==> src/rtl/sdio_fbr_bank.sv <==
// SDIO Function Basic Register bank for functions 1..NUM_FUNCS, including a CSA
// data window that is bridged to external storage through a req/ack handshake.
module sdio_fbr_bank #(
    parameter int          NUM_FUNCS    = 7,
    parameter logic [27:0] FUNC_TYPES   = 28'h0,
    parameter logic [6:0]  CSA_SUPPORT  = 7'h00,
    parameter logic [23:0] CIS_BASE     = 24'h001000,
    parameter logic [23:0] CIS_STRIDE   = 24'h000100,
    parameter int          DEF_BLK_SIZE = 256,
    parameter int          MAX_BLK_SIZE = 2048
) (
    input  logic                   clk,
    input  logic                   rst,
    input  logic                   i_activate,
    input  logic                   i_write_flag,
    input  logic [16:0]            i_address,
    input  logic                   i_data_stb,
    input  logic [7:0]             i_data_in,
    output logic [7:0]             o_data_out,
    output logic                   o_data_rdy,
    output logic                   o_busy,
    output logic                   o_err,
    output logic [NUM_FUNCS-1:0]   o_csa_en,
    output logic [NUM_FUNCS-1:0]   o_pwr_sel,
    output logic [16*NUM_FUNCS-1:0] o_block_size,
    output logic                   o_csa_req,
    output logic                   o_csa_we,
    output logic [2:0]             o_csa_func,
    output logic [23:0]            o_csa_addr,
    output logic [7:0]             o_csa_wdata,
    input  logic                   i_csa_ack,
    input  logic [7:0]             i_csa_rdata
);

    localparam logic [1:0]  ST_IDLE    = 2'd0;
    localparam logic [1:0]  ST_CSA_REQ = 2'd1;
    localparam logic [1:0]  ST_DONE    = 2'd2;
    localparam logic [15:0] DEF_BLK    = 16'(DEF_BLK_SIZE);
    localparam logic [15:0] MAX_BLK    = 16'(MAX_BLK_SIZE);

    logic [1:0]           state_q, state_d;
    logic [NUM_FUNCS-1:0] csa_en_q;
    logic [NUM_FUNCS-1:0] pwr_sel_q;
    logic [15:0]          blk_size_q [NUM_FUNCS];
    logic [23:0]          csa_ptr_q  [NUM_FUNCS];

    logic [2:0]  fn, fn_idx;
    logic [7:0]  off, rd_data;
    logic        fn_valid, reg_hit, accept, csa_go;
    logic        cur_en, cur_pwr, cur_sup;
    logic [3:0]  cur_type;
    logic [15:0] cur_blk, blk_new;
    logic [23:0] cur_ptr, cis_ptr;
    logic        blk_wr, blk_bad;
    logic        unused_addr;

    assign fn          = i_address[10:8];
    assign off         = i_address[7:0];
    assign fn_idx      = fn - 3'd1;
    assign fn_valid    = (fn != 3'd0) && (int'(fn) <= NUM_FUNCS);
    assign reg_hit     = fn_valid && (off <= 8'h11);
    assign accept      = i_data_stb && i_activate && (state_q == ST_IDLE);
    assign csa_go      = accept && reg_hit && (off == 8'h0F) && cur_en;
    assign cis_ptr     = CIS_BASE + CIS_STRIDE * {21'd0, fn_idx};
    assign blk_wr      = (off == 8'h10) || (off == 8'h11);
    assign blk_new     = off[0] ? {i_data_in, cur_blk[7:0]} : {cur_blk[15:8], i_data_in};
    assign blk_bad     = (blk_new == 16'd0) || (blk_new > MAX_BLK);
    assign o_busy      = (state_q != ST_IDLE);
    assign o_csa_en    = csa_en_q;
    assign o_pwr_sel   = pwr_sel_q;
    assign unused_addr = &{1'b0, i_address[16:11]};

    for (genvar g = 0; g < NUM_FUNCS; g++) begin : g_blk_out
        assign o_block_size[16*g +: 16] = blk_size_q[g];
    end

    // Select the addressed function's state, then build the read byte from it.
    always_comb begin
        cur_en   = 1'b0;
        cur_pwr  = 1'b0;
        cur_sup  = 1'b0;
        cur_type = 4'h0;
        cur_blk  = 16'h0;
        cur_ptr  = 24'h0;
        for (int f = 0; f < NUM_FUNCS; f++) begin
            if (fn_idx == 3'(f)) begin
                cur_en   = csa_en_q[f];
                cur_pwr  = pwr_sel_q[f];
                cur_sup  = CSA_SUPPORT[f];
                cur_type = FUNC_TYPES[4*f +: 4];
                cur_blk  = blk_size_q[f];
                cur_ptr  = csa_ptr_q[f];
            end
        end
        case (off)
            8'h00:   rd_data = {cur_en, cur_sup, 2'b00, cur_type};
            8'h02:   rd_data = {6'b0, cur_pwr, 1'b1};
            8'h09:   rd_data = cis_ptr[7:0];
            8'h0A:   rd_data = cis_ptr[15:8];
            8'h0B:   rd_data = cis_ptr[23:16];
            8'h0C:   rd_data = cur_ptr[7:0];
            8'h0D:   rd_data = cur_ptr[15:8];
            8'h0E:   rd_data = cur_ptr[23:16];
            8'h10:   rd_data = cur_blk[7:0];
            8'h11:   rd_data = cur_blk[15:8];
            default: rd_data = 8'h00;
        endcase
        if (!fn_valid) begin
            rd_data = 8'h00;
        end
    end

    always_comb begin
        state_d = state_q;
        case (state_q)
            ST_IDLE:    if (csa_go) state_d = ST_CSA_REQ;
            ST_CSA_REQ: if (i_csa_ack) state_d = ST_DONE;
            ST_DONE:    state_d = ST_IDLE;
            default:    state_d = ST_IDLE;
        endcase
    end

    // NOTE: every register here uses <= so all updates see pre-edge values;
    // the per-function arrays are reset too because software relies on defaults.
    always_ff @(posedge clk) begin
        if (!rst) begin
            state_q     <= ST_IDLE;
            o_data_out  <= 8'h00;
            o_data_rdy  <= 1'b0;
            o_err       <= 1'b0;
            o_csa_req   <= 1'b0;
            o_csa_we    <= 1'b0;
            o_csa_func  <= 3'd0;
            o_csa_addr  <= 24'h0;
            o_csa_wdata <= 8'h00;
            csa_en_q    <= '0;
            pwr_sel_q   <= '0;
            for (int f = 0; f < NUM_FUNCS; f++) begin
                blk_size_q[f] <= DEF_BLK;
                csa_ptr_q[f]  <= 24'h0;
            end
        end else begin
            state_q    <= state_d;
            o_data_rdy <= 1'b0;
            o_err      <= 1'b0;
            case (state_q)
                ST_IDLE: begin
                    if (csa_go) begin
                        o_csa_req   <= 1'b1;
                        o_csa_we    <= i_write_flag;
                        o_csa_func  <= fn;
                        o_csa_addr  <= cur_ptr;
                        o_csa_wdata <= i_data_in;
                    end else if (accept) begin
                        o_data_rdy <= 1'b1;
                        o_data_out <= i_write_flag ? 8'h00 : rd_data;
                        o_err      <= reg_hit && ((off == 8'h0F) ||
                                                  (i_write_flag && blk_wr && blk_bad));
                        if (reg_hit && i_write_flag) begin
                            for (int f = 0; f < NUM_FUNCS; f++) begin
                                if (fn_idx == 3'(f)) begin
                                    case (off)
                                        8'h00: if (CSA_SUPPORT[f]) csa_en_q[f] <= i_data_in[7];
                                        8'h02: pwr_sel_q[f] <= i_data_in[1];
                                        8'h0C: csa_ptr_q[f][7:0]   <= i_data_in;
                                        8'h0D: csa_ptr_q[f][15:8]  <= i_data_in;
                                        8'h0E: csa_ptr_q[f][23:16] <= i_data_in;
                                        8'h10, 8'h11: if (!blk_bad) blk_size_q[f] <= blk_new;
                                        default: ;
                                    endcase
                                end
                            end
                        end
                    end
                end
                ST_CSA_REQ: begin
                    if (i_csa_ack) begin
                        o_csa_req  <= 1'b0;
                        o_data_out <= o_csa_we ? 8'h00 : i_csa_rdata;
                    end
                end
                ST_DONE: begin
                    o_data_rdy <= 1'b1;
                    for (int f = 0; f < NUM_FUNCS; f++) begin
                        if (o_csa_func == 3'(f + 1)) csa_ptr_q[f] <= csa_ptr_q[f] + 24'd1;
                    end
                end
                default: ;
            endcase
        end
    end

endmodule

==> config.mk <==
export PLATFORM = sky130hd
export DESIGN_NAME = sdio_fbr_bank
export DESIGN_NICKNAME = d
export VERILOG_FILES = /design/src/rtl/sdio_fbr_bank.sv
export SDC_FILE = /design/constraint.sdc
export NUM_CORES = 1
export LEC_CHECK = 0
export CORE_MARGIN = 8
export CORE_UTILIZATION = 47
export CTS_CLUSTER_SIZE = 40
export DETAILED_ROUTE_END_ITERATION = 8
export PLACE_DENSITY = 0.71
export SKIP_LAST_GASP = 1
export SLEW_MARGIN = 15
export SYNTH_ARGS = -nofsm -noshare
export SYNTH_HDL_FRONTEND = slang
export SYNTH_SLANG_ARGS = --single-unit
==> constraint.sdc <==
create_clock -name clk -period 6.4 [get_ports clk]
set_input_delay 1.28 -clock clk [delete_from_list [all_inputs] [get_ports clk]]
set_output_delay 1.28 -clock clk [all_outputs]
set_load 0.005 [all_outputs]
==> summary.json <==
{
  "status": "complete, no violations",
  "antenna_found_initial": 0,
  "tritoncts": "built",
  "synth-seq-cells": 297,
  "timing.critical_path.slowest_cell_delay_ps": 1000,
  "met2_wirelength_mm": 21.05,
  "cp_cell_sequence": "clkdlybuf4s50_1, inv_1, ha_1, ha_1, inv_2, nand2_1, nor2_2, a211oi_1, and4_4, o221ai_4, xnor2_4, o31ai_4",
  "cp_max_delay_cell": "sky130_fd_sc_hd__o31ai_4",
  "critical-path-top-cell-by-count": "sky130_fd_sc_hd__ha_1",
  "maxCapViolCount": 0,
  "endpoint": "blk_size_q[4][0]",
  "layout_worst_path_cycle_share_pct": 80.02,
  "power.density_cell_area_nw_per_um2": 269.3,
  "multi_input_area_um2": 4771,
  "cts_setup_buffers": 0,
  "critical_path.startpoint": "i_address[8]",
  "ir_drop_v": 0.0002030,
  "wire_length_the_detailed_router_placed_on_met1_mm": 16.41,
  "finalSetupViolCount": 0,
  "register_area_um2": 8748,
  "synth_async_sr_flop_share_pct": 0,
  "drcViolationCount": 0,
  "clock_tree_buffer_depth": 3,
  "ctsResizeCount": 0,
  "drt-pass1-iter-count": 8,
  "pre_cts_slack_ps": 808.0,
  "crit_type": "in -> reg",
  "yosys-top-cells-count": "sky130_fd_sc_hd__edfxtp_1 (280), sky130_fd_sc_hd__nor2_1 (190), sky130_fd_sc_hd__nand2_1 (150)",
  "routed_wirelength_mm": 44.04,
  "clock-skew-final_ps": 16.03,
  "grtUsageTotal_pct": 23.76,
  "timing.final.hold_violations": 0,
  "reg2regPathDepth": 7,
  "slew_viol_final": 0,
  "power.static_leakage_nw": 5.752,
  "synth_enable_flop_cells": 280,
  "place.detailed.hpwl_mm": 30.79,
  "synth_top_area_cell": "sky130_fd_sc_hd__edfxtp_1",
  "grt_pass1_vias": 10990,
  "cts-root-buf": "sky130_fd_sc_hd__clkbuf_16",
  "highest_signal_layer": "met4",
  "synth.lib_cells_used.distinct": 70,
  "max_freq_mhz": 195.3,
  "r2r-start": "blk_size_q[3][2]",
  "timing_worst_slew_pin_value_ps": 1148,
  "yosysTopAreaCellShare_pct": 59.69,
  "synth_top_flop_cell": "sky130_fd_sc_hd__edfxtp_1",
  "timing.slew.headroom_pct": 23.49,
  "layout_setup_ws_ps": 1279,
  "fin_crit_ps": 5121,
  "grt_first_pass_wirelength_mm": 66.30,
  "met3_length_mm": 4.867,
  "yosysWarningCount": 0,
  "via_per_inst": 6.087,
  "critPathArrivalTime_ps": 5280,
  "setup_tns_ps": 0,
  "chipWidth_um": 189.1,
  "port_buffers": 152,
  "worstPathMaxFanout": 16,
  "most_numerous_cell_in_the_yosys_netlist": "sky130_fd_sc_hd__edfxtp_1",
  "worstSetupStartpointType": "input pin",
  "top_level_ports": 213,
  "core_area_um2": 29560,
  "globalRouteOverflowTotal": 0,
  "postSynthAreaPerCell_um2": 10.99,
  "cp_data_required_time_ps": 6560,
  "tritoncts.num_buffers": 30,
  "synth_area_leaders": "sky130_fd_sc_hd__edfxtp_1 (60%), sky130_fd_sc_hd__nor2_1 (5.1%), sky130_fd_sc_hd__nand2_1 (4.0%)",
  "postSynthCellCount": 1282,
  "place_congestion": 0.9365,
  "drive_gt1_share_pct": 7.497,
  "critical_path.endpoint_type": "flop",
  "cts_hold_fix_bufs": 0,
  "grt_setup_unrepaired": "no",
  "die_h_um": 189.1,
  "area_growth_syn_to_layout_pct": 20.61,
  "detailroute.via_count": 11230,
  "r2r_end": "blk_size_q[4][0]",
  "final_cells": 1845,
  "final_net_count": 1476,
  "worstSkewPairLatency_ps": 560,
  "cell_total_after_placement": 1789,
  "timing.reg2reg.setup_slack_ps": 2950,
  "seq_area_frac_synth_pct": 62.10,
  "worstHoldPathType": "reg -> reg",
  "drt_iter0_drc": 1363,
  "fp.dieArea_um2": 35770,
  "routed_wire_length_per_instance_um": 23.87,
  "rows": 63,
  "maximum_number_of_pins_on_one_net_before_global_route_repair": 56,
  "fillerInstances": 2494,
  "h-tree-depth": 1,
  "tritoncts_num_sinks": 297,
  "worst_setup_hold_path_clk_slew_ps": 60,
  "initial_util_pct": 47.66,
  "postRouteAntennaNets": 0,
  "synth_area_um2": 14090
}
==> area by class of cell <==
class                           instances  share of cell area [%]
Clock buffer                           44                   4.971
Tap cell                              390                   2.872
Inverter                               32                  0.7070
Antenna cell                            1                 0.01473
Multi-Input combinational cell        874                   28.08
Clock inverter                         11                  0.9205
Timing Repair Buffer                  196                   10.94
Sequential cell                       297                   51.49
==> per-layer routing <==
metal,up-vias,global-route usage (%)
li1,4980,-
met1,5449,29.90
met2,679,39.47
met3,123,4.893
met4,0,9.982
met5,-,0
==> placed cells by master (no fill, tap or decap), drive strengths merged, types with 6 or more instances in the layout <==
cell / synthesis / layout
nand3b: 6 / 6
buf: 84 / 45
conb: 1 / 69
dfxtp: 17 / 17
clkinv: 2 / 8
inv: 30 / 30
or3: 7 / 7
o31ai: 6 / 6
nor2: 194 / 194
edfxtp: 280 / 280
nor3: 20 / 20
nand2b: 11 / 11
nand2: 150 / 150
o21ai: 75 / 75
a22oi: 8 / 8
clkbuf: 63 / 44
nand3: 18 / 18
a21oi: 58 / 58
o2111ai: 7 / 7
and2: 7 / 7
o22ai: 6 / 6
a221oi: 20 / 20
o211ai: 33 / 33
nor2b: 6 / 6
ha: 6 / 6
a221o: 20 / 20
a211oi: 8 / 8
a22o: 6 / 6
a31oi: 9 / 9
nor4: 61 / 61
clkdlybuf4s50: 0 / 151
==> worst max-delay path: cells and delay by family <==
family / cells / cell delay (ps)
AO/OA/AOI/OAI: 3 / 1550
adder cells (fa/ha/maj): 2 / 550
AND/OR/NAND/NOR: 3 / 710
XOR/XNOR: 1 / 190
buffers and inverters: 3 / 970
==> how the worst min path moves through the flow <==
| stage | start | to | depth (start not counted) |
|---|---|---|---|
| after floorplan | o_pwr_sel[6] | o_pwr_sel[6] | 2 |
| after global placement | o_pwr_sel[3] | o_pwr_sel[3] | 2 |
| after detailed placement | o_pwr_sel[1] | o_pwr_sel[1] | 2 |
| after CTS | o_pwr_sel[1] | o_pwr_sel[1] | 2 |
| after global routing | o_pwr_sel[1] | o_pwr_sel[1] | 2 |
| final | o_pwr_sel[1] | o_pwr_sel[1] | 2 |
==> through the flow <==
| step | cell area, um^2 | utilization (%) | hold slack, ps | total power (W) |
|---|---|---|---|---|
| after global placement | 15990 | 54.08 | 478.5 | 0.002797 |
| after global routing | 16990 | 57.47 | 511.0 | 0.004700 |
| after CTS | 16990 | 57.47 | 485.4 | 0.004575 |
| after detailed placement | 15990 | 54.08 | 474.0 | 0.002807 |
| final | 16990 | 57.48 | 481.8 | 0.004575 |
| after floorplan | 14340 | - | 465.2 | 0.002581 |
==> kinds of logic (layout without fill, tap and decap cells) <==
| logic type | Yosys count | count (layout) | share of synthesized area [%] |
|---|---|---|---|
| compound gates | 293 | 293 | 14.28 |
| simple gates | 502 | 502 | 16.24 |
| other cells | 1 | 70 | 0.02662 |
| xor+xnor | 1 | 1 | 0.1155 |
| fa+ha+maj | 6 | 6 | 0.5329 |
| flops | 297 | 297 | 62.10 |
| mux | 3 | 3 | 0.2220 |
| buf+inv | 179 | 283 | 6.484 |
==> registers in the layout (all words and copies together), names as in the netlist <==
signal and flops:
csa_ptr_q 168, blk_size_q 112, o_data_out 8, o_pwr_sel 7
o_data_rdy 1, o_err 1
==> power by group <==
part	leakage [nW]	internal (W)	switching, W
Sequential	2.86	0.00222	0.0000418
Combinational	2.42	0.000174	0.000339
Clock	0.480	0.00107	0.000728
Total	5.75	0.00347	0.00111
Note: power is estimated with default switching activity, not from simulation.
